[config.mk]
export PLATFORM = sky130hd
export DESIGN_NAME = pipe_hazard_ctrl_flat
export DESIGN_NICKNAME = d
export VERILOG_FILES = /design/src/rtl/pipe_hazard_ctrl_if.sv /design/src/rtl/pipe_hazard_ctrl.sv /design/src/flat_wrapper.sv
export SDC_FILE = /design/constraint.sdc
export NUM_CORES = 1
export LEC_CHECK = 0
export CAP_MARGIN = 20
export CORE_MARGIN = 2
export CORE_UTILIZATION = 34
export DETAILED_ROUTE_END_ITERATION = 10
export GPL_ROUTABILITY_DRIVEN = 0
export PLACE_DENSITY = 0.79
export SYNTH_ARGS = -nofsm -noshare
export SYNTH_HDL_FRONTEND = slang
export SYNTH_SLANG_ARGS = --single-unit
[constraint.sdc]
create_clock -name core_clk -period 2.9 [get_ports core_clk]
set_input_delay 0.87 -clock core_clk [delete_from_list [all_inputs] [get_ports core_clk]]
set_output_delay 0.87 -clock core_clk [all_outputs]
set_load 0.02 [all_outputs]
[src/rtl/pipe_hazard_ctrl_if.sv]
// Hazard-control bundle: pipeline status flowing into pipe_hazard_ctrl and the
// pause / clear / kill controls it returns to the pipeline register block.
interface pipe_hazard_ctrl_if;
  logic       id_valid;
  logic [4:0] id_rs1;
  logic [4:0] id_rs2;
  logic       id_use_rs1;
  logic       id_use_rs2;
  logic       de_valid;
  logic       de_is_load;
  logic       de_is_muldiv;
  logic [4:0] de_dst;
  logic       md_done;
  logic       el_valid;
  logic       el_is_mem;
  logic       el_taken;
  logic       lsu_mem_ack;
  logic       trap_req;

  logic       pause_ifu;
  logic       pause_dfu;
  logic       pause_exu;
  logic       pause_lsu;
  logic       pause_wbu;
  logic       clear_id;
  logic       clear_de;
  logic       clear_el;
  logic       clear_lw;
  logic       clear_all;
  logic       clear_before_lw;
  logic       id_clk_en;
  logic       de_clk_en;
  logic       el_clk_en;
  logic       lw_clk_en;
  logic       md_kill;
  logic       lsu_timeout_err;
  logic [2:0] ctrl_state;

  // master: pipeline side reporting status; slave: the hazard controller
  modport master (
    output id_valid, id_rs1, id_rs2, id_use_rs1, id_use_rs2,
           de_valid, de_is_load, de_is_muldiv, de_dst, md_done,
           el_valid, el_is_mem, el_taken, lsu_mem_ack, trap_req,
    input  pause_ifu, pause_dfu, pause_exu, pause_lsu, pause_wbu,
           clear_id, clear_de, clear_el, clear_lw, clear_all, clear_before_lw,
           id_clk_en, de_clk_en, el_clk_en, lw_clk_en,
           md_kill, lsu_timeout_err, ctrl_state
  );

  modport slave (
    input  id_valid, id_rs1, id_rs2, id_use_rs1, id_use_rs2,
           de_valid, de_is_load, de_is_muldiv, de_dst, md_done,
           el_valid, el_is_mem, el_taken, lsu_mem_ack, trap_req,
    output pause_ifu, pause_dfu, pause_exu, pause_lsu, pause_wbu,
           clear_id, clear_de, clear_el, clear_lw, clear_all, clear_before_lw,
           id_clk_en, de_clk_en, el_clk_en, lw_clk_en,
           md_kill, lsu_timeout_err, ctrl_state
  );
endinterface

[src/rtl/pipe_hazard_ctrl.sv]
// Pipeline hazard controller: load-use, mul/div, memory-wait, branch and trap.
// Define PIPE_CTRL_LSU_TIMEOUT_EN to build the memory wait counter and timeout.
module pipe_hazard_ctrl #(
  parameter int unsigned LOAD_USE_BUBBLES = 1,
  parameter int unsigned LSU_TIMEOUT      = 255
) (
  input logic             core_clk,
  input logic             core_rst,
  pipe_hazard_ctrl_if.slave hz
);

  typedef enum logic [2:0] {
    RUN      = 3'd0,
    LU_STALL = 3'd1,
    MD_WAIT  = 3'd2,
    MEM_WAIT = 3'd3,
    TRAP     = 3'd4
  } state_e;

  if (LOAD_USE_BUBBLES < 1 || LOAD_USE_BUBBLES > 7) begin : g_bad_bubbles
    $error("LOAD_USE_BUBBLES out of range 1..7");
  end
  if (LSU_TIMEOUT < 1 || LSU_TIMEOUT > 1023) begin : g_bad_timeout
    $error("LSU_TIMEOUT out of range 1..1023");
  end

  state_e     state_q, state_d;
  logic [2:0] lu_cnt_q, lu_cnt_d;
  logic [3:0] clk_en_q, clk_en_d;

  logic lu_haz, md_haz, mem_haz, br_taken;
  logic mem_act, md_act, lu_act;
  logic stall_dfu, stall_exu, stall_lsu;
  logic clear_all_c, clear_before_lw_c, md_kill_c;
  logic mem_stall;
  logic timeout_err;
  logic live;

  assign lu_haz = hz.de_valid & hz.de_is_load & (hz.de_dst != 5'd0) & hz.id_valid &
                  ((hz.id_use_rs1 & (hz.id_rs1 == hz.de_dst)) |
                   (hz.id_use_rs2 & (hz.id_rs2 == hz.de_dst)));
  assign md_haz   = hz.de_valid & hz.de_is_muldiv & ~hz.md_done;
  assign mem_haz  = hz.el_valid & hz.el_is_mem & ~hz.lsu_mem_ack;
  assign br_taken = hz.el_valid & hz.el_taken;

  // Inside a wait state the hold depends only on its completion input.
  assign mem_act = (state_q == MEM_WAIT) ? ~hz.lsu_mem_ack : mem_haz;
  assign md_act  = (state_q == MD_WAIT)  ? ~hz.md_done     : md_haz;
  assign lu_act  = (state_q == LU_STALL) | lu_haz;

  always_comb begin
    state_d           = state_q;
    lu_cnt_d          = lu_cnt_q;
    stall_dfu         = 1'b0;
    stall_exu         = 1'b0;
    stall_lsu         = 1'b0;
    clear_all_c       = 1'b0;
    clear_before_lw_c = 1'b0;
    md_kill_c         = 1'b0;
    mem_stall         = 1'b0;
    if (hz.trap_req || timeout_err) begin
      clear_all_c = 1'b1;
      state_d     = TRAP;
      lu_cnt_d    = '0;
    end else if (state_q == TRAP) begin
      state_d = RUN;
    end else if (mem_act) begin
      stall_lsu = 1'b1;
      mem_stall = 1'b1;
      state_d   = MEM_WAIT;
      lu_cnt_d  = '0;
    end else if (br_taken) begin
      clear_before_lw_c = 1'b1;
      md_kill_c         = (state_q == MD_WAIT);
      state_d           = RUN;
      lu_cnt_d          = '0;
    end else if (md_act) begin
      stall_exu = 1'b1;
      state_d   = MD_WAIT;
      lu_cnt_d  = '0;
    end else if (lu_act) begin
      stall_dfu = 1'b1;
      if (state_q == LU_STALL) begin
        lu_cnt_d = lu_cnt_q - 3'd1;
        state_d  = (lu_cnt_q == 3'd1) ? RUN : LU_STALL;
      end else if (LOAD_USE_BUBBLES > 1) begin
        lu_cnt_d = 3'(LOAD_USE_BUBBLES - 1);
        state_d  = LU_STALL;
      end else begin
        state_d = RUN;
      end
    end else begin
      state_d = RUN;
    end
  end

`ifdef PIPE_CTRL_LSU_TIMEOUT_EN
  logic [9:0] wait_cnt_q, wait_cnt_d;
  logic       timeout_q, timeout_d;

  // Counter saturates at the limit; the flag fires the following cycle.
  always_comb begin
    wait_cnt_d = '0;
    timeout_d  = 1'b0;
    if (mem_stall) begin
      if (wait_cnt_q == 10'(LSU_TIMEOUT)) begin
        timeout_d  = 1'b1;
        wait_cnt_d = wait_cnt_q;
      end else begin
        wait_cnt_d = wait_cnt_q + 10'd1;
      end
    end
  end

  always_ff @(posedge core_clk or posedge core_rst) begin
    if (core_rst) begin
      wait_cnt_q <= '0;
      timeout_q  <= 1'b0;
    end else begin
      wait_cnt_q <= wait_cnt_d;
      timeout_q  <= timeout_d;
    end
  end

  assign timeout_err = timeout_q;
`else
  assign timeout_err = 1'b0;
`endif

  assign clk_en_d = '1;

  always_ff @(posedge core_clk or posedge core_rst) begin
    if (core_rst) begin
      state_q  <= RUN;
      lu_cnt_q <= '0;
      clk_en_q <= '0;
    end else begin
      state_q  <= state_d;
      lu_cnt_q <= lu_cnt_d;
      clk_en_q <= clk_en_d;
    end
  end

  // Mealy outputs are gated so reset silences them even with hazards present.
  assign live = ~core_rst;

  assign hz.pause_wbu       = 1'b0;
  assign hz.pause_lsu       = live & stall_lsu;
  assign hz.pause_exu       = live & (stall_lsu | stall_exu);
  assign hz.pause_dfu       = live & (stall_lsu | stall_exu | stall_dfu);
  assign hz.pause_ifu       = live & (stall_lsu | stall_exu | stall_dfu);
  assign hz.clear_id        = 1'b0;
  assign hz.clear_de        = 1'b0;
  assign hz.clear_el        = 1'b0;
  assign hz.clear_lw        = 1'b0;
  assign hz.clear_all       = live & clear_all_c;
  assign hz.clear_before_lw = live & clear_before_lw_c;
  assign hz.md_kill         = live & md_kill_c;
  assign hz.lsu_timeout_err = timeout_err;
  assign hz.id_clk_en       = clk_en_q[3];
  assign hz.de_clk_en       = clk_en_q[2];
  assign hz.el_clk_en       = clk_en_q[1];
  assign hz.lw_clk_en       = clk_en_q[0];
  assign hz.ctrl_state      = state_q;

endmodule

[src/flat_wrapper.sv]
// flat-port wrapper written by rule: the top's interface ports become plain ports
module pipe_hazard_ctrl_flat 
#(
  parameter int unsigned LOAD_USE_BUBBLES = 1,
  parameter int unsigned LSU_TIMEOUT      = 255
)
  (core_clk, core_rst, hz_id_valid, hz_id_rs1, hz_id_rs2, hz_id_use_rs1, hz_id_use_rs2, hz_de_valid, hz_de_is_load, hz_de_is_muldiv, hz_de_dst, hz_md_done, hz_el_valid, hz_el_is_mem, hz_el_taken, hz_lsu_mem_ack, hz_trap_req, hz_pause_ifu, hz_pause_dfu, hz_pause_exu, hz_pause_lsu, hz_pause_wbu, hz_clear_id, hz_clear_de, hz_clear_el, hz_clear_lw, hz_clear_all, hz_clear_before_lw, hz_id_clk_en, hz_de_clk_en, hz_el_clk_en, hz_lw_clk_en, hz_md_kill, hz_lsu_timeout_err, hz_ctrl_state);
  pipe_hazard_ctrl_if hz_i ();
  input logic core_clk;
  input logic core_rst;
  input wire logic [$bits(hz_i.id_valid)-1:0] hz_id_valid;
  input wire logic [$bits(hz_i.id_rs1)-1:0] hz_id_rs1;
  input wire logic [$bits(hz_i.id_rs2)-1:0] hz_id_rs2;
  input wire logic [$bits(hz_i.id_use_rs1)-1:0] hz_id_use_rs1;
  input wire logic [$bits(hz_i.id_use_rs2)-1:0] hz_id_use_rs2;
  input wire logic [$bits(hz_i.de_valid)-1:0] hz_de_valid;
  input wire logic [$bits(hz_i.de_is_load)-1:0] hz_de_is_load;
  input wire logic [$bits(hz_i.de_is_muldiv)-1:0] hz_de_is_muldiv;
  input wire logic [$bits(hz_i.de_dst)-1:0] hz_de_dst;
  input wire logic [$bits(hz_i.md_done)-1:0] hz_md_done;
  input wire logic [$bits(hz_i.el_valid)-1:0] hz_el_valid;
  input wire logic [$bits(hz_i.el_is_mem)-1:0] hz_el_is_mem;
  input wire logic [$bits(hz_i.el_taken)-1:0] hz_el_taken;
  input wire logic [$bits(hz_i.lsu_mem_ack)-1:0] hz_lsu_mem_ack;
  input wire logic [$bits(hz_i.trap_req)-1:0] hz_trap_req;
  output wire logic [$bits(hz_i.pause_ifu)-1:0] hz_pause_ifu;
  output wire logic [$bits(hz_i.pause_dfu)-1:0] hz_pause_dfu;
  output wire logic [$bits(hz_i.pause_exu)-1:0] hz_pause_exu;
  output wire logic [$bits(hz_i.pause_lsu)-1:0] hz_pause_lsu;
  output wire logic [$bits(hz_i.pause_wbu)-1:0] hz_pause_wbu;
  output wire logic [$bits(hz_i.clear_id)-1:0] hz_clear_id;
  output wire logic [$bits(hz_i.clear_de)-1:0] hz_clear_de;
  output wire logic [$bits(hz_i.clear_el)-1:0] hz_clear_el;
  output wire logic [$bits(hz_i.clear_lw)-1:0] hz_clear_lw;
  output wire logic [$bits(hz_i.clear_all)-1:0] hz_clear_all;
  output wire logic [$bits(hz_i.clear_before_lw)-1:0] hz_clear_before_lw;
  output wire logic [$bits(hz_i.id_clk_en)-1:0] hz_id_clk_en;
  output wire logic [$bits(hz_i.de_clk_en)-1:0] hz_de_clk_en;
  output wire logic [$bits(hz_i.el_clk_en)-1:0] hz_el_clk_en;
  output wire logic [$bits(hz_i.lw_clk_en)-1:0] hz_lw_clk_en;
  output wire logic [$bits(hz_i.md_kill)-1:0] hz_md_kill;
  output wire logic [$bits(hz_i.lsu_timeout_err)-1:0] hz_lsu_timeout_err;
  output wire logic [$bits(hz_i.ctrl_state)-1:0] hz_ctrl_state;
  assign hz_i.id_valid = hz_id_valid;
  assign hz_i.id_rs1 = hz_id_rs1;
  assign hz_i.id_rs2 = hz_id_rs2;
  assign hz_i.id_use_rs1 = hz_id_use_rs1;
  assign hz_i.id_use_rs2 = hz_id_use_rs2;
  assign hz_i.de_valid = hz_de_valid;
  assign hz_i.de_is_load = hz_de_is_load;
  assign hz_i.de_is_muldiv = hz_de_is_muldiv;
  assign hz_i.de_dst = hz_de_dst;
  assign hz_i.md_done = hz_md_done;
  assign hz_i.el_valid = hz_el_valid;
  assign hz_i.el_is_mem = hz_el_is_mem;
  assign hz_i.el_taken = hz_el_taken;
  assign hz_i.lsu_mem_ack = hz_lsu_mem_ack;
  assign hz_i.trap_req = hz_trap_req;
  assign hz_pause_ifu = hz_i.pause_ifu;
  assign hz_pause_dfu = hz_i.pause_dfu;
  assign hz_pause_exu = hz_i.pause_exu;
  assign hz_pause_lsu = hz_i.pause_lsu;
  assign hz_pause_wbu = hz_i.pause_wbu;
  assign hz_clear_id = hz_i.clear_id;
  assign hz_clear_de = hz_i.clear_de;
  assign hz_clear_el = hz_i.clear_el;
  assign hz_clear_lw = hz_i.clear_lw;
  assign hz_clear_all = hz_i.clear_all;
  assign hz_clear_before_lw = hz_i.clear_before_lw;
  assign hz_id_clk_en = hz_i.id_clk_en;
  assign hz_de_clk_en = hz_i.de_clk_en;
  assign hz_el_clk_en = hz_i.el_clk_en;
  assign hz_lw_clk_en = hz_i.lw_clk_en;
  assign hz_md_kill = hz_i.md_kill;
  assign hz_lsu_timeout_err = hz_i.lsu_timeout_err;
  assign hz_ctrl_state = hz_i.ctrl_state;
  pipe_hazard_ctrl #(.LOAD_USE_BUBBLES(LOAD_USE_BUBBLES), .LSU_TIMEOUT(LSU_TIMEOUT)) u_core (.core_clk(core_clk), .core_rst(core_rst), .hz(hz_i));
endmodule
==> impl_metrics.toml <==
[worst_setup_path]
slowest_delay_ns = 0.53
worst_setup_path_start_kind = "input pin"
path_class = "in -> out"
end_kind = "primary output"
cpMostUsedCell = "buf_6"
cpLargestDelayFamily = "simple AND/OR/NAND/NOR gates"
slowest_stage = "or4_4"
cp.required_ns = 2.03
worstPathArrival_ns = 2.16
crit_chain = "buf_6, or4_4, o2111ai_2, o21ai_2, a31o_4, buf_6"
crit_buf_inv = 2
cp_max_fo = 2

[floorplan]
start_util_pct = 35.7
core-area_um2 = 1940
num_rows = 16
dieWidth_um = 49.2
die_height_um = 49.2
pin_count = 49
die-area_um2 = 2420

[cts]
cts_tree = "done"
clockBufferDepth = 2
clk_latency_ns = 0.25
cts_buffers = 3
clkSinkCount = 7
htreeDepth = 1
cts_root_buffer = "clkbuf_4"
cts_hold_buf = 0
clk_pin_slew_ns = 0.06

[synth]
synth_most_common_cell = "buf_4"
synth_compound_area_share_pct = 13.4
yosys-top-cells-count = "10 x buf_4, 8 x nand2_1, 8 x nor3_1, 8 x xor2_1, 7 x dfrtp_1"
synth_top_family_by_area = "simple AND/OR/NAND/NOR gates"
synth-xor-area-share_pct = 12.6
synth_warnings = 0
postSynth.asyncResetShare_pct = 100
synth_mux_area_share_pct = 0
synthCells = 88
syn_avg_cell_area_um2 = 7.88
seq_area_frac_synth_pct = 25.3
netlist.area_leader.share_pct = 25.3
synth_edf_count = 0
synthAdderAreaFrac_pct = 3.61
ys_ff_latch = 7
ys_types = 33
syn_area_um2 = 693
yosys.area_share.simple_pct = 30.5
synth_top_area_cell = "dfrtp_1"
synth-main-ff-cell = "dfrtp_1"
synthTopCellsByArea = "dfrtp_1 25%, buf_4 11%, xor2_1 10%, nor3_1 5.8%, nand2_1 4.3%"

[timing]
setup_tns_ns = -0.383
fmax_ghz = 0.331
period_needed_ns = 3.03
rsz0062_at_grt = "true"
worst_clock_skew_ns = 0.00594
finalCritPeriodShare_pct = 104
slew_violations = 0
hold_slack_ns = 0.534
final-hold-violation-count = 0
fin_ws_ns = -0.125
setup_viol = 5

[final_layout]
fin_area_um2 = 1360
antennaDiodeCount = 0
area_growth_pct = 96.8
fillers = 139
seq_area_um2 = 175
nets = 179
multi_input_area_um2 = 564
finalNonFillerCells = 174
drive_above_1_share_pct = 38.8

[global_routing]
grtUsageTotal_pct = 19.1
grt_max_degree = 8
grtUsageMet2_pct = 33.3
grt_pass1_wl_um = 3550
grt_util_met3_pct = 4.29
grt_antenna_before_repair = 0
grt_use_met1_pct = 21.1
grt-ovfl-total = 0
grt_pass1_vias = 793
top_usage_layer = "met2"

[detailed_routing]
drc = 0
via_count = 839
wl_per_cell_um = 15.9
routed_via_density = 4.82
drt_wl_total_um = 2770
drt_first_pass_iters = 4
ant_nets = 0
drt-initial-drc-count = 16

[pwr]
swShare_pct = 32.4
seq_power_share_pct = 30.6
p_comb_share_pct = 43.5
power_uw = 338
irDropWorstVdd_mv = 0.192
leakagePower_uw = 0.000626
power_density_nw_per_um2 = 248
switchingPower_uw = 109
p_int_uw = 228
p_clk_share_pct = 25.9

[place]
place_hpwl_um = 1780
portBuffers = 42
placed_cell_area_um2 = 1200
dp_cells = 166

[status]
status = "complete, but fails checks"
violations = "setup timing"

[hold_path]
hp-class = "reg -> reg"

[job]
maxCapViolCount = 0
through the flow:
step	worst slack, ns	utilization, %
2_1_floorplan	-0.0195	-
3_3_place_gp	-0.813	61.8
3_5_place_dp	-0.873	61.8
4_1_cts	-0.156	63.1
5_1_grt	-0.169	70.2
6_report	-0.125	70.2
power groups by stage:
stage | clock [µW] | combinational (µW) | sequential, µW
2_1_floorplan | 0 | 53.9 | 108
3_3_place_gp | 0 | 123 | 104
3_5_place_dp | 0 | 126 | 105
4_1_cts | 90.9 | 123 | 103
5_1_grt | 99.8 | 155 | 104
6_report | 87.6 | 147 | 103
sequential cells by signal (all words and copies together) (netlist names):
name,count
u_core.hz.ctrl_state,3
u_core.lu_cnt_q,3
u_core.clk_en_q,1
layout by cell type, fill, tap and decap left out, drive strengths merged:
cell,instances
o21ai,4
ha,2
a21oi,5
clkdlybuf4s15,3
xnor2,2
nor3,8
nand2,8
or4,1
clkdlybuf4s50,15
dlymetal6s2s,4
inv,4
xor2,8
a31oi,1
dfrtp,7
clkbuf,7
a32oi,1
conb,7
nor2,7
buf,29
o21a,1
nor3b,2
nor2b,2
o2111ai,1
or3,2
dlygate4sd2,7
nand3,1
nand3b,1
a31o,1
or3b,2
nor4,2
and2,2
worst register-to-register path: stages (launching register included):
cell,delay [ns]
dfrtp_1,0.41
or3b_1,0.46
a21oi_4,0.23
nor3_4,0.08
buf_4,0.14
buf_4,0.13
o21ai_0,0.08
a21oi_1,0.09
area by class of cell:
class                      count  share of cell area [%]
multi-input combinational     71                    41.4
tap                           27                    2.48
clock buffer                   4                    1.93
sequential                     7                    12.8
timing repair buffer          61                    40.3
inverter                       4                    1.10
final timing paths:
| check | to | cells past startpoint | from | slack, ns |
|---|---|---|---|---|
| worst max-delay path | hz_pause_ifu | 6 | hz_de_dst[2] | -0.13 |
| worst min-delay path | u_core.lu_cnt_q[1]$_DFFE_PP0P_ | 2 | u_core.lu_cnt_q[1]$_DFFE_PP0P_ | 0.53 |
| worst max register to register | u_core.lu_cnt_q[1]$_DFFE_PP0P_ | 7 | u_core.hz.ctrl_state[2]$_DFF_PP0_ | 1.16 |
| worst min register to register | u_core.lu_cnt_q[1]$_DFFE_PP0P_ | 2 | u_core.lu_cnt_q[1]$_DFFE_PP0P_ | 0.53 |
| max in group asynchronous | u_core.hz.ctrl_state[2]$_DFF_PP0_ | 2 | core_rst | 1.93 |
| min in group asynchronous | u_core.hz.ctrl_state[0]$_DFF_PP0_ | 2 | core_rst | 0.75 |
repair_timing:
item | 4_1_cts | 5_1_grt
resized for setup | 67 | 37
setup endpoints to repair | 7 | 6
pin swaps | 10 | 15
buffers inserted | 2 | 2
hold endpoints to repair | 0 | 0
per-layer routing:
layer  part of all wire (%)  up-vias
met5                      0        -
met4                    2.1        0
met3                    4.0        6
met2                     52       28
met1                     42      403
li1                       -      402
logic make-up after synthesis:
kind of cell / count (synthesis)
AOI/OAI and AO/OA: 14
xor gates and xnor gates: 10
adders and majority gates: 2
buffers and inverters: 15
DFF: 7
other: 2
and+or+nand+nor: 38
(Power assumes the default switching activity.)
